==> src/rtl/muldiv_pkg.sv <==
// Shared definitions for the iterative multiply/divide unit: op codes,
// controller states and the iteration count.
package muldiv_pkg;

  localparam logic [1:0] OP_MULT  = 2'b00;
  localparam logic [1:0] OP_MULTU = 2'b01;
  localparam logic [1:0] OP_DIV   = 2'b10;
  localparam logic [1:0] OP_DIVU  = 2'b11;

  localparam int MD_ITERS = 32;
  localparam int CNT_W    = 5;

  typedef enum logic [1:0] {
    IDLE = 2'd0,
    RUN  = 2'd1,
    FIX  = 2'd2
  } md_state_e;

  function automatic logic is_signed_op(input logic [1:0] op);
    return ~op[0];
  endfunction

  function automatic logic is_div_op(input logic [1:0] op);
    return op[1];
  endfunction

endpackage

==> src/rtl/muldiv_if.sv <==
// Request/result bundle between the execute-stage controller and muldiv_unit.
interface muldiv_if #(
  parameter int WIDTH = 32
) ();

  logic             Start;
  logic [1:0]       Op;
  logic [WIDTH-1:0] In1;
  logic [WIDTH-1:0] In2;
  logic             HiWrite;
  logic             LoWrite;
  logic             Busy;
  logic             Done;
  logic [WIDTH-1:0] Hi;
  logic [WIDTH-1:0] Lo;

  modport master (
    output Start, Op, In1, In2, HiWrite, LoWrite,
    input  Busy, Done, Hi, Lo
  );

  modport slave (
    input  Start, Op, In1, In2, HiWrite, LoWrite,
    output Busy, Done, Hi, Lo
  );

endinterface

==> src/rtl/muldiv_abs_neg32.sv <==
// Conditional two's-complement negate; cin lets two instances chain into a
// 64-bit negate (low word cin=1, high word cin = low word was zero).
module abs_neg32 (
  input  logic [31:0] in_val,
  input  logic        neg,
  input  logic        cin,
  output logic [31:0] out_val
);

  logic [31:0] inv_sum_s;

  // Invert-and-add, selected only when negation is requested
  always_comb begin
    inv_sum_s = ~in_val + {31'b0, cin};
    if (neg) begin
      out_val = inv_sum_s;
    end else begin
      out_val = in_val;
    end
  end

endmodule

==> src/rtl/muldiv_unit.sv <==
// Iterative 32-bit MULT/MULTU/DIV/DIVU engine with HI/LO registers; fixed
// 34-cycle latency from Start to Done regardless of op or operands.
module muldiv_unit
  import muldiv_pkg::*;
#(
  parameter int WIDTH = 32
) (
  input  logic    clk,
  input  logic    reset,
  muldiv_if.slave bus
);

  md_state_e          state_q, state_d;
  logic [CNT_W-1:0]   cnt_q, cnt_d;
  logic [2*WIDTH-1:0] work_q, work_d;
  logic [WIDTH-1:0]   opr_q, opr_d;
  logic               is_div_q, is_div_d;
  logic               neg_lo_q, neg_lo_d;
  logic               neg_hi_q, neg_hi_d;
  logic               busy_q, busy_d;
  logic               done_q, done_d;
  logic [WIDTH-1:0]   hi_q, hi_d;
  logic [WIDTH-1:0]   lo_q, lo_d;

  logic               a_neg_s, b_neg_s, b_zero_s;
  logic [WIDTH-1:0]   a_abs_s, b_abs_s;
  logic [WIDTH:0]     mul_sum_s;
  logic [WIDTH:0]     div_trial_s;
  logic [2*WIDTH-1:0] mul_next_s, div_next_s;
  logic               fix_hi_cin_s;
  logic [WIDTH-1:0]   fix_lo_s, fix_hi_s;

  assign a_neg_s  = is_signed_op(bus.Op) & bus.In1[WIDTH-1];
  assign b_neg_s  = is_signed_op(bus.Op) & bus.In2[WIDTH-1];
  assign b_zero_s = (bus.In2 == {WIDTH{1'b0}});

  abs_neg32 u_abs_a (.in_val(bus.In1), .neg(a_neg_s), .cin(1'b1), .out_val(a_abs_s));
  abs_neg32 u_abs_b (.in_val(bus.In2), .neg(b_neg_s), .cin(1'b1), .out_val(b_abs_s));

  // Multiply: add multiplicand into the upper half when the LSB is set, then shift right
  assign mul_sum_s  = {1'b0, work_q[2*WIDTH-1:WIDTH]} + ({1'b0, opr_q} & {(WIDTH+1){work_q[0]}});
  assign mul_next_s = {mul_sum_s, work_q[WIDTH-1:1]};

  // Divide: trial-subtract from the left-shifted remainder; a set top bit means borrow
  assign div_trial_s = work_q[2*WIDTH-1:WIDTH-1] - {1'b0, opr_q};
  assign div_next_s  = div_trial_s[WIDTH] ? {work_q[2*WIDTH-2:0], 1'b0}
                                          : {div_trial_s[WIDTH-1:0], work_q[WIDTH-2:0], 1'b1};

  // Product negation borrows from the low word; quotient/remainder negate independently
  assign fix_hi_cin_s = is_div_q | (work_q[WIDTH-1:0] == {WIDTH{1'b0}});

  abs_neg32 u_fix_lo (.in_val(work_q[WIDTH-1:0]),       .neg(neg_lo_q), .cin(1'b1),         .out_val(fix_lo_s));
  abs_neg32 u_fix_hi (.in_val(work_q[2*WIDTH-1:WIDTH]), .neg(neg_hi_q), .cin(fix_hi_cin_s), .out_val(fix_hi_s));

  // Controller next-state, datapath step and HI/LO update
  always_comb begin
    state_d  = state_q;
    cnt_d    = cnt_q;
    work_d   = work_q;
    opr_d    = opr_q;
    is_div_d = is_div_q;
    neg_lo_d = neg_lo_q;
    neg_hi_d = neg_hi_q;
    busy_d   = busy_q;
    done_d   = 1'b0;
    hi_d     = hi_q;
    lo_d     = lo_q;

    case (state_q)
      IDLE: begin
        if (bus.Start) begin
          state_d  = RUN;
          cnt_d    = {CNT_W{1'b0}};
          busy_d   = 1'b1;
          is_div_d = is_div_op(bus.Op);
          if (is_div_op(bus.Op)) begin
            work_d   = {{WIDTH{1'b0}}, a_abs_s};
            opr_d    = b_abs_s;
            // A zero divisor leaves the all-ones quotient un-negated
            neg_lo_d = (a_neg_s ^ b_neg_s) & ~b_zero_s;
            neg_hi_d = a_neg_s;
          end else begin
            work_d   = {{WIDTH{1'b0}}, b_abs_s};
            opr_d    = a_abs_s;
            neg_lo_d = a_neg_s ^ b_neg_s;
            neg_hi_d = a_neg_s ^ b_neg_s;
          end
        end else begin
          if (bus.HiWrite) begin
            hi_d = bus.In1;
          end else begin
            hi_d = hi_q;
          end
          if (bus.LoWrite) begin
            lo_d = bus.In1;
          end else begin
            lo_d = lo_q;
          end
        end
      end
      RUN: begin
        cnt_d = cnt_q + {{(CNT_W-1){1'b0}}, 1'b1};
        if (is_div_q) begin
          work_d = div_next_s;
        end else begin
          work_d = mul_next_s;
        end
        if (cnt_q == CNT_W'(MD_ITERS - 1)) begin
          state_d = FIX;
        end else begin
          state_d = RUN;
        end
      end
      FIX: begin
        state_d = IDLE;
        busy_d  = 1'b0;
        done_d  = 1'b1;
        hi_d    = fix_hi_s;
        lo_d    = fix_lo_s;
      end
      default: begin
        state_d = IDLE;
        busy_d  = 1'b0;
      end
    endcase
  end

  // State and datapath registers; reset abandons any in-flight operation
  always_ff @(posedge clk or posedge reset) begin
    if (reset) begin
      state_q  <= IDLE;
      cnt_q    <= {CNT_W{1'b0}};
      work_q   <= {(2*WIDTH){1'b0}};
      opr_q    <= {WIDTH{1'b0}};
      is_div_q <= 1'b0;
      neg_lo_q <= 1'b0;
      neg_hi_q <= 1'b0;
      busy_q   <= 1'b0;
      done_q   <= 1'b0;
      hi_q     <= {WIDTH{1'b0}};
      lo_q     <= {WIDTH{1'b0}};
    end else begin
      state_q  <= state_d;
      cnt_q    <= cnt_d;
      work_q   <= work_d;
      opr_q    <= opr_d;
      is_div_q <= is_div_d;
      neg_lo_q <= neg_lo_d;
      neg_hi_q <= neg_hi_d;
      busy_q   <= busy_d;
      done_q   <= done_d;
      hi_q     <= hi_d;
      lo_q     <= lo_d;
    end
  end

  assign bus.Busy = busy_q;
  assign bus.Done = done_q;
  assign bus.Hi   = hi_q;
  assign bus.Lo   = lo_q;

endmodule

==> src/flat_wrapper.sv <==
// flat-port wrapper written by rule: the top's interface ports become plain ports
module muldiv_unit_flat import muldiv_pkg::*;
#(
  parameter int WIDTH = 32
)
  (clk, reset, bus_Start, bus_Op, bus_In1, bus_In2, bus_HiWrite, bus_LoWrite, bus_Busy, bus_Done, bus_Hi, bus_Lo);
  muldiv_if #(.WIDTH(WIDTH)) bus_i ();
  input  logic clk;
  input  logic reset;
  input wire logic [$bits(bus_i.Start)-1:0] bus_Start;
  input wire logic [$bits(bus_i.Op)-1:0] bus_Op;
  input wire logic [$bits(bus_i.In1)-1:0] bus_In1;
  input wire logic [$bits(bus_i.In2)-1:0] bus_In2;
  input wire logic [$bits(bus_i.HiWrite)-1:0] bus_HiWrite;
  input wire logic [$bits(bus_i.LoWrite)-1:0] bus_LoWrite;
  output wire logic [$bits(bus_i.Busy)-1:0] bus_Busy;
  output wire logic [$bits(bus_i.Done)-1:0] bus_Done;
  output wire logic [$bits(bus_i.Hi)-1:0] bus_Hi;
  output wire logic [$bits(bus_i.Lo)-1:0] bus_Lo;
  assign bus_i.Start = bus_Start;
  assign bus_i.Op = bus_Op;
  assign bus_i.In1 = bus_In1;
  assign bus_i.In2 = bus_In2;
  assign bus_i.HiWrite = bus_HiWrite;
  assign bus_i.LoWrite = bus_LoWrite;
  assign bus_Busy = bus_i.Busy;
  assign bus_Done = bus_i.Done;
  assign bus_Hi = bus_i.Hi;
  assign bus_Lo = bus_i.Lo;
  muldiv_unit #(.WIDTH(WIDTH)) u_core (.clk(clk), .reset(reset), .bus(bus_i));
endmodule
==> config.mk <==
export PLATFORM = sky130hd
export DESIGN_NAME = muldiv_unit_flat
export DESIGN_NICKNAME = d
export VERILOG_FILES = /design/src/rtl/muldiv_pkg.sv /design/src/rtl/muldiv_if.sv /design/src/rtl/muldiv_abs_neg32.sv /design/src/rtl/muldiv_unit.sv /design/src/flat_wrapper.sv
export SDC_FILE = /design/constraint.sdc
export NUM_CORES = 1
export LEC_CHECK = 0
export CAP_MARGIN = 20
export CORE_MARGIN = 2
export CORE_UTILIZATION = 54
export CTS_BUF_LIST = sky130_fd_sc_hd__clkbuf_16
export CTS_CLUSTER_DIAMETER = 60
export DETAILED_ROUTE_END_ITERATION = 10
export GPL_TIMING_DRIVEN = 0
export PLACE_DENSITY = 0.75
export SLEW_MARGIN = 20
export SYNTH_ARGS = -nofsm -noshare
export SYNTH_HDL_FRONTEND = slang
export SYNTH_HIERARCHICAL = 1
export SYNTH_SLANG_ARGS = --single-unit
==> constraint.sdc <==
create_clock -name clk -period 5.3 [get_ports clk]
set_clock_uncertainty 0.05 [all_clocks]
set_input_delay 1.06 -clock clk [delete_from_list [all_inputs] [get_ports clk]]
set_output_delay 1.06 -clock clk [all_outputs]
set_load 0.1 [all_outputs]
# Word level (Yosys, flattened, before mapping)
# Index checks and enable logic that the tools add are counted.
# totals
output_inout_bits,66
register_bits,172
in_bits,71
word_cells,74
# classes
mux,26
addsub,7
n_bitwise,13
n_reduce_logical,10
n_eq_ne,7
# ops
op,n
$mux 32,10
$mux 64,3
$not 32->32,4
$pmux 32 s2,2
$pmux 64 s2,1
$add 32x1->32 const B,3
$logic_not 32->1,2
$add 32x33->33,1
$and 32x33->33,1
$sub 33x32->33,1
$add 32x1->32,1
$pmux 5 s2,1
$ne 2x2->1 const B,4
$reduce_and 2->1,3
$reduce_and 3->1,2
$add 5x1->5 const B,1
$eq 5x5->1 const B,1
$mux 5,1
$mux 1,4
$mux 2,2
$pmux 2 s2,1
$reduce_bool 2->1,2
$and 1x1->1,3
$not 1->1,3
6 further kinds,6

# Logic depth before layout (Yosys ltp)
# Gate-level depths: netlist of the first run.
# logic_depth
depth_word,6
mapped_depth,15
ltp_nobuf,14

# Cells and area by module
# The synthesis of the first run kept the hierarchy.
# modules_own_cells
mod,n_inst,cells_per_inst,area_each_um2
muldiv_unit,1,1478,12418.2
abs_neg32,4,110,793.3

# Worst setup path before layout of the first run
# Ideal clock, no wire load.
# synth_path
path_kind,reg2reg
start,register u_core.work_q[0]
end,register u_core.work_q[56]
setup_ns,0.132
arrival_ns,3.022
required_ns,5.118
slack_ns,2.096
n_path_buf,1
period_less_slack_ns,3.204
stages_incl_launch_ff,15
path_cell_list,dfrtp_1 -> clkbuf_1 -> nand2_1 -> inv_1 -> ha_1 -> a211oi_2 -> o21bai_1 -> a21oi_2 -> o21ai_1 -> a31o_2 -> a221o_1 -> a221o_1 -> a21oi_1 -> xor2_1 -> o21ai_1
# synth_via
elab_chain_cells,4
# synth_lines
element,line,rtl
from (decl),muldiv_unit.sv:15,"logic [2*WIDTH-1:0] work_q, work_d;"
from (signal assigned),muldiv_unit.sv:133,work_q <= {(2*WIDTH){1'b0}};
from (signal assigned),muldiv_unit.sv:145,work_q <= work_d;
$and 32x33->33,muldiv_unit.sv:41,"assign mul_sum_s = {1'b0, work_q[2*WIDTH-1:WIDTH]} + ({1'b0, opr_q} & {(WIDTH+1){work_q[0]}});"
$add 32x33->33,muldiv_unit.sv:41,
$mux 64,muldiv_unit.sv:103,if (is_div_q) begin
$pmux 64 s2,muldiv_unit.sv:69,case (state_q)
# No other way between the ends.
# A chain may end at the register's enable or synchronous reset.

# Final worst setup path of the first run
# layout_path
start,register u_core.work_q[0]
end,register u_core.work_q[61]
# The elaborated chain is that of the path after synthesis.

==> metrics.yaml, run 1 <==
critPathRequiredTime_ps: 5590
drtIter0Drc: 1829
cts_tree: "done"
dr.pass1.iters: 6
power_mw: 13.9
clockBufferDepth: 2
cap_violations: 0
via_per_inst: 6.44
rsz0062_at_grt: "false"
clkLatencyLatePin_ps: 460
area_delta_synth_final_pct: 16.6
ys_seq_area_share_pct: 27.6
hold_ws_ps: 432
holdBufCountCts: 0
multi_input_area_um2: 10700
row_count: 62
tns_ps: 0
nFillCells: 2568
cts_setup_buffers: 0
yosysTopAreaCell: "dfrtp_1"
ioPinCount: 137
wl_per_cell_um: 22.2
holdCritStartpoint: "u_core/bus.Hi[28]$_DFFE_PP0P_"
place.port_buffers: 135
nets: 2233
worstReg2RegEnd: "u_core/work_q[61]$_DFFE_PP0P_"
criticalPathCategory: "register to register"
hp-class: "register to register"
yosys_warnings: 6
drive_above_1_share_pct: 5.92
final_common_cell: "nand2_1"
synth_area_um2: 15600
grt_max_degree: 35
grt_pass1_vias: 14872
crit-reg2reg-launch: "u_core/work_q[0]$_DFFE_PP0P_"
synth_area_leaders: "dfrtp_1 28%, xnor2_1 8.3%, o21ai_0 6.5%, ha_1 6.3%, a21oi_1 5.6%"
max_slew_margin_pct: 30.4
crit_path_start_kind: "register"
cp_slowest_cell: "dfrtp_1"
synth_edf_count: 0
r2r_slack_ps: 970
grtUsageTotal_pct: 36.0
slowest_delay_ps: 730
async_flop_share_pct: 100
final_max_slew_viol_count: 0
vias: 15974
syn_avg_cell_area_um2: 8.13
rr_worst_depth: 13
tightest_slew_ps: 1040
ys.flop_type: "dfrtp_1"
ir_worst_vdd_uv: 461
synth_top_area_share_pct: 27.6
powerDensity_nw_per_um2: 764
cp_cell_sequence: "clkbuf_1 -> nand2_1 -> fa_1 -> nand2b_1 -> a21oi_1 -> o21ai_2 -> a211oi_1 -> a21oi_1 -> o21ai_2 -> a311oi_1 -> xor2_1 -> nor2_1 -> a221o_1"
coreArea_um2: 28500
layout_common_cells: "220 x nand2_1, 202 x o21ai_0, 174 x a21oi_1"
hold_violations: 0
route.detailed.drc: 0
dpl_cell_area_um2: 17500
die_w_um: 174
final.min_clock_period_ps: 4330
hold_end: "u_core/bus.Hi[28]$_DFFE_PP0P_"
outcome: "finished, final reports clean"
gp_congestion: 1.00
cpLargestDelayFamily: "compound AO/OA/AOI/OAI gates"
arrival_ps: 4620
syn-instance-count: 1918
dp_hpwl_um: 44000
cts-root-buf: "clkbuf_16"
start_util_pct: 54.6
htreeDepth: 4
wl_um: 55100
dieArea_um2: 30200
clk_pin_slew_worst_paths_ps: 70
critPathBufInv: 1
leakage_nw: 7.33
yosysUniqueCellTypes: 80
end_kind: "register"
grt_pass1_wl_um: 84600
yosys_register_bits: 172
cp_max_fo: 10
worst-path-stages: 13
setup_violations: 0
hold_depth: 2
die_y_um: 174
seq_area_um2: 4300
ant_nets: 0
stdcell_area_um2: 18200
postCtsResizedCells: 0
timing.final.crit_share_pct: 81.7
clkSinkCount: 172
cts-buffers-inserted: 17
antenna_found_initial: 3
gr-total-overflow: 0
max_freq_ghz: 0.231
[worst max-delay path by stage]
stage / startpoint / end / slack [ps]
4_1_cts: u_core/work_q[0]$_DFFE_PP0P_ / u_core/work_q[61]$_DFFE_PP0P_ / 1100
2_1_floorplan: reset / u_core/bus.Busy$_DFFE_PP0P_ / 1990
5_1_grt: u_core/work_q[0]$_DFFE_PP0P_ / u_core/work_q[63]$_DFFE_PP0P_ / 830
3_3_place_gp: reset / u_core/cnt_q[1]$_DFFE_PP0P_ / 550
3_5_place_dp: bus_Start / u_core/work_q[3]$_DFFE_PP0P_ / 930
6_report: u_core/work_q[0]$_DFFE_PP0P_ / u_core/work_q[61]$_DFFE_PP0P_ / 970
[layer usage]
metal	part of all wire (%)	global-route usage, %	wire length, um
met1	42	49.4	23200
met2	45	55.8	24600
met3	9.8	7.35	5380
met4	3.5	14.2	1940
met5	0.049	0	27
[registers in the layout (all words and copies together) (netlist names)]
| signal | flops |
|---|---|
| u_core/work_q | 64 |
| u_core/bus.Hi | 32 |
| u_core/bus.Lo | 32 |
| u_core/opr_q | 32 |
| u_core/cnt_q | 5 |
| u_core/state_q | 2 |
| u_core/bus.Busy | 1 |
| u_core/bus.Done | 1 |
| u_core/is_div_q | 1 |
| u_core/neg_hi_q | 1 |
| u_core/neg_lo_q | 1 |
[layout make-up]
cell class                      count  share of cell area, %
Multi-Input combinational cell   1587                   58.6
Sequential cell                   172                   23.7
Timing Repair Buffer              140                   7.98
Tap cell                          384                   2.64
Clock buffer                       17                   2.34
Buffer                            105                   2.32
Inverter                           59                   1.24
Clock inverter                     15                   1.14
Antenna cell                        2                 0.0275
[worst reg2reg max path, cell delays in order, from the launching register on]
cell,delay [ps]
dfrtp_1,730
clkbuf_1,530
nand2_1,190
fa_1,450
nand2b_1,200
a21oi_1,290
o21ai_2,150
a211oi_1,390
a21oi_1,210
o21ai_2,340
a311oi_1,160
xor2_1,180
nor2_1,60
a221o_1,290
[where the power goes]
group | switching, mW | leakage (nW) | internal (mW)
combinational | 6.19 | 4.89 | 3.41
clock | 0.596 | 0.305 | 0.798
sequential | 0.941 | 2.13 | 1.95
total | 7.73 | 7.33 | 6.16
[cells in the mapped netlist (12+ instances only)]
library cell,n
nand2_1,220
nor3_1,32
a22oi_1,19
ha_1,78
a21o_1,23
o21a_1,12
mux2i_1,80
o21ai_0,202
mux2_2,31
nand2b_1,23
a21oi_1,174
xnor2_1,147
nor4b_1,13
xor2_1,19
nor4_1,28
nor2b_1,44
and2_1,34
dfrtp_1,172
nor2_1,91
nand4_1,27
o21ai_1,30
o41ai_1,28
clkbuf_1,87
o31ai_1,48
inv_1,59
[cell families (layout without fill, tap and decap cells)]
group,count (synthesis),in the layout,synth area share [%]
AOI/OAI and AO/OA,621,621,24.8
xor gates and xnor gates,167,167,9.50
adders and majority gates,80,80,6.52
buffers and inverters,164,336,4.12
DFF,172,172,27.6
muxes,113,113,7.52
other,1,8,0.0241
and+or+nand+nor,600,600,19.9
[metrics by stage]
| stage | setup WS (ps) | utilization (%) | std cells |
|---|---|---|---|
| floorplan | 1990 | - | 1923 |
| global placement | 550 | 61.1 | 2442 |
| detailed placement | 929 | 61.5 | 2447 |
| CTS | 1100 | 63.7 | 2479 |
| global route | 825 | 63.7 | 2480 |
| finish | 970 | 63.7 | 2481 |
Power figures use the tool's default switching activity.
==> run 2: changes to the inputs <==
==> constraint.sdc (replaced) <==
create_clock -name clk -period 3.73 [get_ports clk]
set_clock_uncertainty 0.05 [all_clocks]
set_input_delay 0.746 -clock clk [delete_from_list [all_inputs] [get_ports clk]]
set_output_delay 0.746 -clock clk [all_outputs]
set_load 0.1 [all_outputs]
==> run 2 against run 1 <==
Effect of this change:
- register-to-register slack got worse by 900 ps
- combinational power increased by 44%
- utilization rose by 0.39 points
- critical path depth shrank 1
- wire length grew 0.33%
- final cell count up 0.24%
- largest power group unchanged
==> metrics.yaml, run 2 (same netlist as run 1, synthesis figures left out) <==
hp-class: "register to register"
powerDensity_nw_per_um2: 1090  # +42%
grt_pass1_vias: 14871  # -0.0067%
p_int_mw: 8.83  # +43%
r2r_slack_ps: 70  # -900 ps
end_kind: "register"
clockPowerShare_pct: 9.9  # about the same
clkLatencyLatePin_ps: 460  # about the same
ant_nets: 0  # unchanged
wl_um: 55300  # +0.33%
tightest_slew_ps: 1040  # +4.08 ps
dr.pass1.iters: 6  # unchanged
largest_register: "u_core/work_q"
pre_cts_ws_ps: -439  # -1370 ps
grtUsageTotal_pct: 36.0  # about the same
cp-endpoint: "u_core/bus.Hi[16]$_DFFE_PP0P_"
die_y_um: 174  # unchanged
gr-total-overflow: 0  # unchanged
clk_pin_slew_worst_paths_ps: 70  # about the same
p_comb_share_pct: 69.4  # +0.3 points
area_delta_synth_final_pct: 17.4
layout_common_cells: "220 x nand2_1, 200 x o21ai_0, 173 x a21oi_1"
clkSinkCount: 172  # unchanged
wl_per_cell_um: 22.2  # about the same
row_count: 62  # unchanged
max_slew_margin_pct: 30.5  # +0.042 points
final.min_clock_period_ps: 3660  # -670 ps
cts-buffers-inserted: 17  # unchanged
final_max_slew_viol_count: 0  # unchanged
critPathRequiredTime_ps: 4000  # -1590 ps
hold_ws_ps: 432  # +0.0210 ps
crit-reg2reg-launch: "u_core/is_div_q$_DFFE_PP0P_"
timing.final.crit_share_pct: 98.1  # +16 points
via_per_inst: 6.43  # -0.16%
antenna_found_initial: 3  # unchanged
crit_path_start_kind: "register"
setup_violations: 0  # unchanged
rr_worst_depth: 12  # -1
route.detailed.drc: 0  # unchanged
dieArea_um2: 30200  # unchanged
vias: 15987  # +0.081%
worstReg2RegEnd: "u_core/bus.Hi[16]$_DFFE_PP0P_"
setup_slack_ps: 70.6  # -900 ps
final_common_cell: "nand2_1"
grt_max_degree: 35  # unchanged
cts-root-buf: "clkbuf_16"
drive_above_1_share_pct: 7.09  # +1.2 points
start_util_pct: 54.6  # unchanged
place.port_buffers: 135  # unchanged
dp_hpwl_um: 44000  # unchanged
drtIter0Drc: 2041  # +12%
largest_reg_flops: 64  # unchanged
cp-startpoint: "u_core/is_div_q$_DFFE_PP0P_"
holdBufCountCts: 0  # unchanged
criticalPathCategory: "register to register"
htreeDepth: 4  # unchanged
clockBufferDepth: 2  # unchanged
cts_tree: "done"
hold_violations: 0  # unchanged
max_freq_ghz: 0.273  # +18%
ir_worst_vdd_uv: 656  # +42%
coreArea_um2: 28500  # unchanged
hold_depth: 2  # unchanged
gp_congestion: 1.00  # unchanged
ioPinCount: 137  # unchanged
switching_share_pct: 55.6  # -0.063 points
leakage_nw: 7.37  # +0.57%
power_mw: 19.9  # +43%
cap_violations: 0  # unchanged
die_w_um: 174  # unchanged
nets: 2239  # +0.27%
outcome: "finished, final reports clean"
arrival_ps: 3930  # -690 ps
power_frac_seq_pct: 20.6  # -0.2 points
p_switching_mw: 11.1  # +43%
grt_pass1_wl_um: 84700  # +0.11%
cp_max_fo: 10  # unchanged
[run 2: cell type report]
| class | count | area, um^2 |
|---|---|---|
| well taps | 384 | 480 |
| plain buffers | 104 | 422 |
| diodes | 2 | 5.00 |
| multi-input cells | 1587 | 10700 |
| clock inverters | 15 | 208 |
| fillers | 2566 | 10300 |
| clock buffers | 17 | 425 |
| flip-flops and latches | 172 | 4310 |
| repair buffers | 147 | 1500 |
| inverters | 59 | 225 |
[run 2: how the worst min path moves through the flow]
stage	end	startpoint	slack (ps)
floorplan	u_core/opr_q[10]$_DFFE_PP0P_	u_core/opr_q[10]$_DFFE_PP0P_	410
global placement	u_core/bus.Hi[27]$_DFFE_PP0P_	u_core/bus.Hi[27]$_DFFE_PP0P_	410
detailed placement	u_core/bus.Hi[28]$_DFFE_PP0P_	u_core/bus.Hi[28]$_DFFE_PP0P_	420
CTS	u_core/bus.Hi[28]$_DFFE_PP0P_	u_core/bus.Hi[28]$_DFFE_PP0P_	430
global route	u_core/bus.Lo[20]$_DFFE_PP0P_	u_core/bus.Lo[20]$_DFFE_PP0P_	460
finish	u_core/bus.Hi[28]$_DFFE_PP0P_	u_core/bus.Hi[28]$_DFFE_PP0P_	430
[run 2: what timing repair did]
action | 4_1_cts | 5_1_grt
pin swaps | 1 | 6
setup buffers | 2 | 5
gates resized for setup | 4 | 18
endpoints found under the setup margin | 22 | 28
[run 2: through the flow]
stage | TNS, ps | instance area, um^2 | instances | utilization, %
3_5_place_dp | -7190 | 17500 | 2447 | 61.5
3_3_place_gp | -122130 | 17400 | 2442 | 61.1
5_1_grt | -165 | 18300 | 2486 | 64.1
6_report | 0 | 18300 | 2487 | 64.1
4_1_cts | 0 | 18200 | 2481 | 63.7
2_1_floorplan | 0 | 15600 | 1923 | -
[run 2: metal layers]
layer / wire length (um) / part of all wire [%] / up-vias / GRT usage [%]
li1: - / - / 7351 / -
met1: 23500 / 43 / 7631 / 49.4
met2: 24800 / 45 / 871 / 55.9
met3: 5040 / 9.1 / 130 / 7.33
met4: 1950 / 3.5 / 4 / 14.2
met5: 24 / 0.043 / - / 0
[run 2: worst max-delay path, stage by stage (launching register included)]
cell	delay, ps
dfrtp_1	360
clkbuf_1	530
clkbuf_2	460
o21bai_1	210
ha_2	270
ha_2	240
nor3b_1	220
nand4_1	160
buf_4	230
o31ai_2	220
xnor2_1	150
a21oi_1	290
o21ai_0	110
[run 2: power groups by stage]
stage	combinational, mW	clock, mW	sequential, mW
floorplan	7.93	0	6.13
global placement	13.2	0	4.08
detailed placement	13.4	0	4.10
CTS	13.5	2.00	4.05
global route	14.9	2.07	4.21
finish	13.8	1.98	4.10
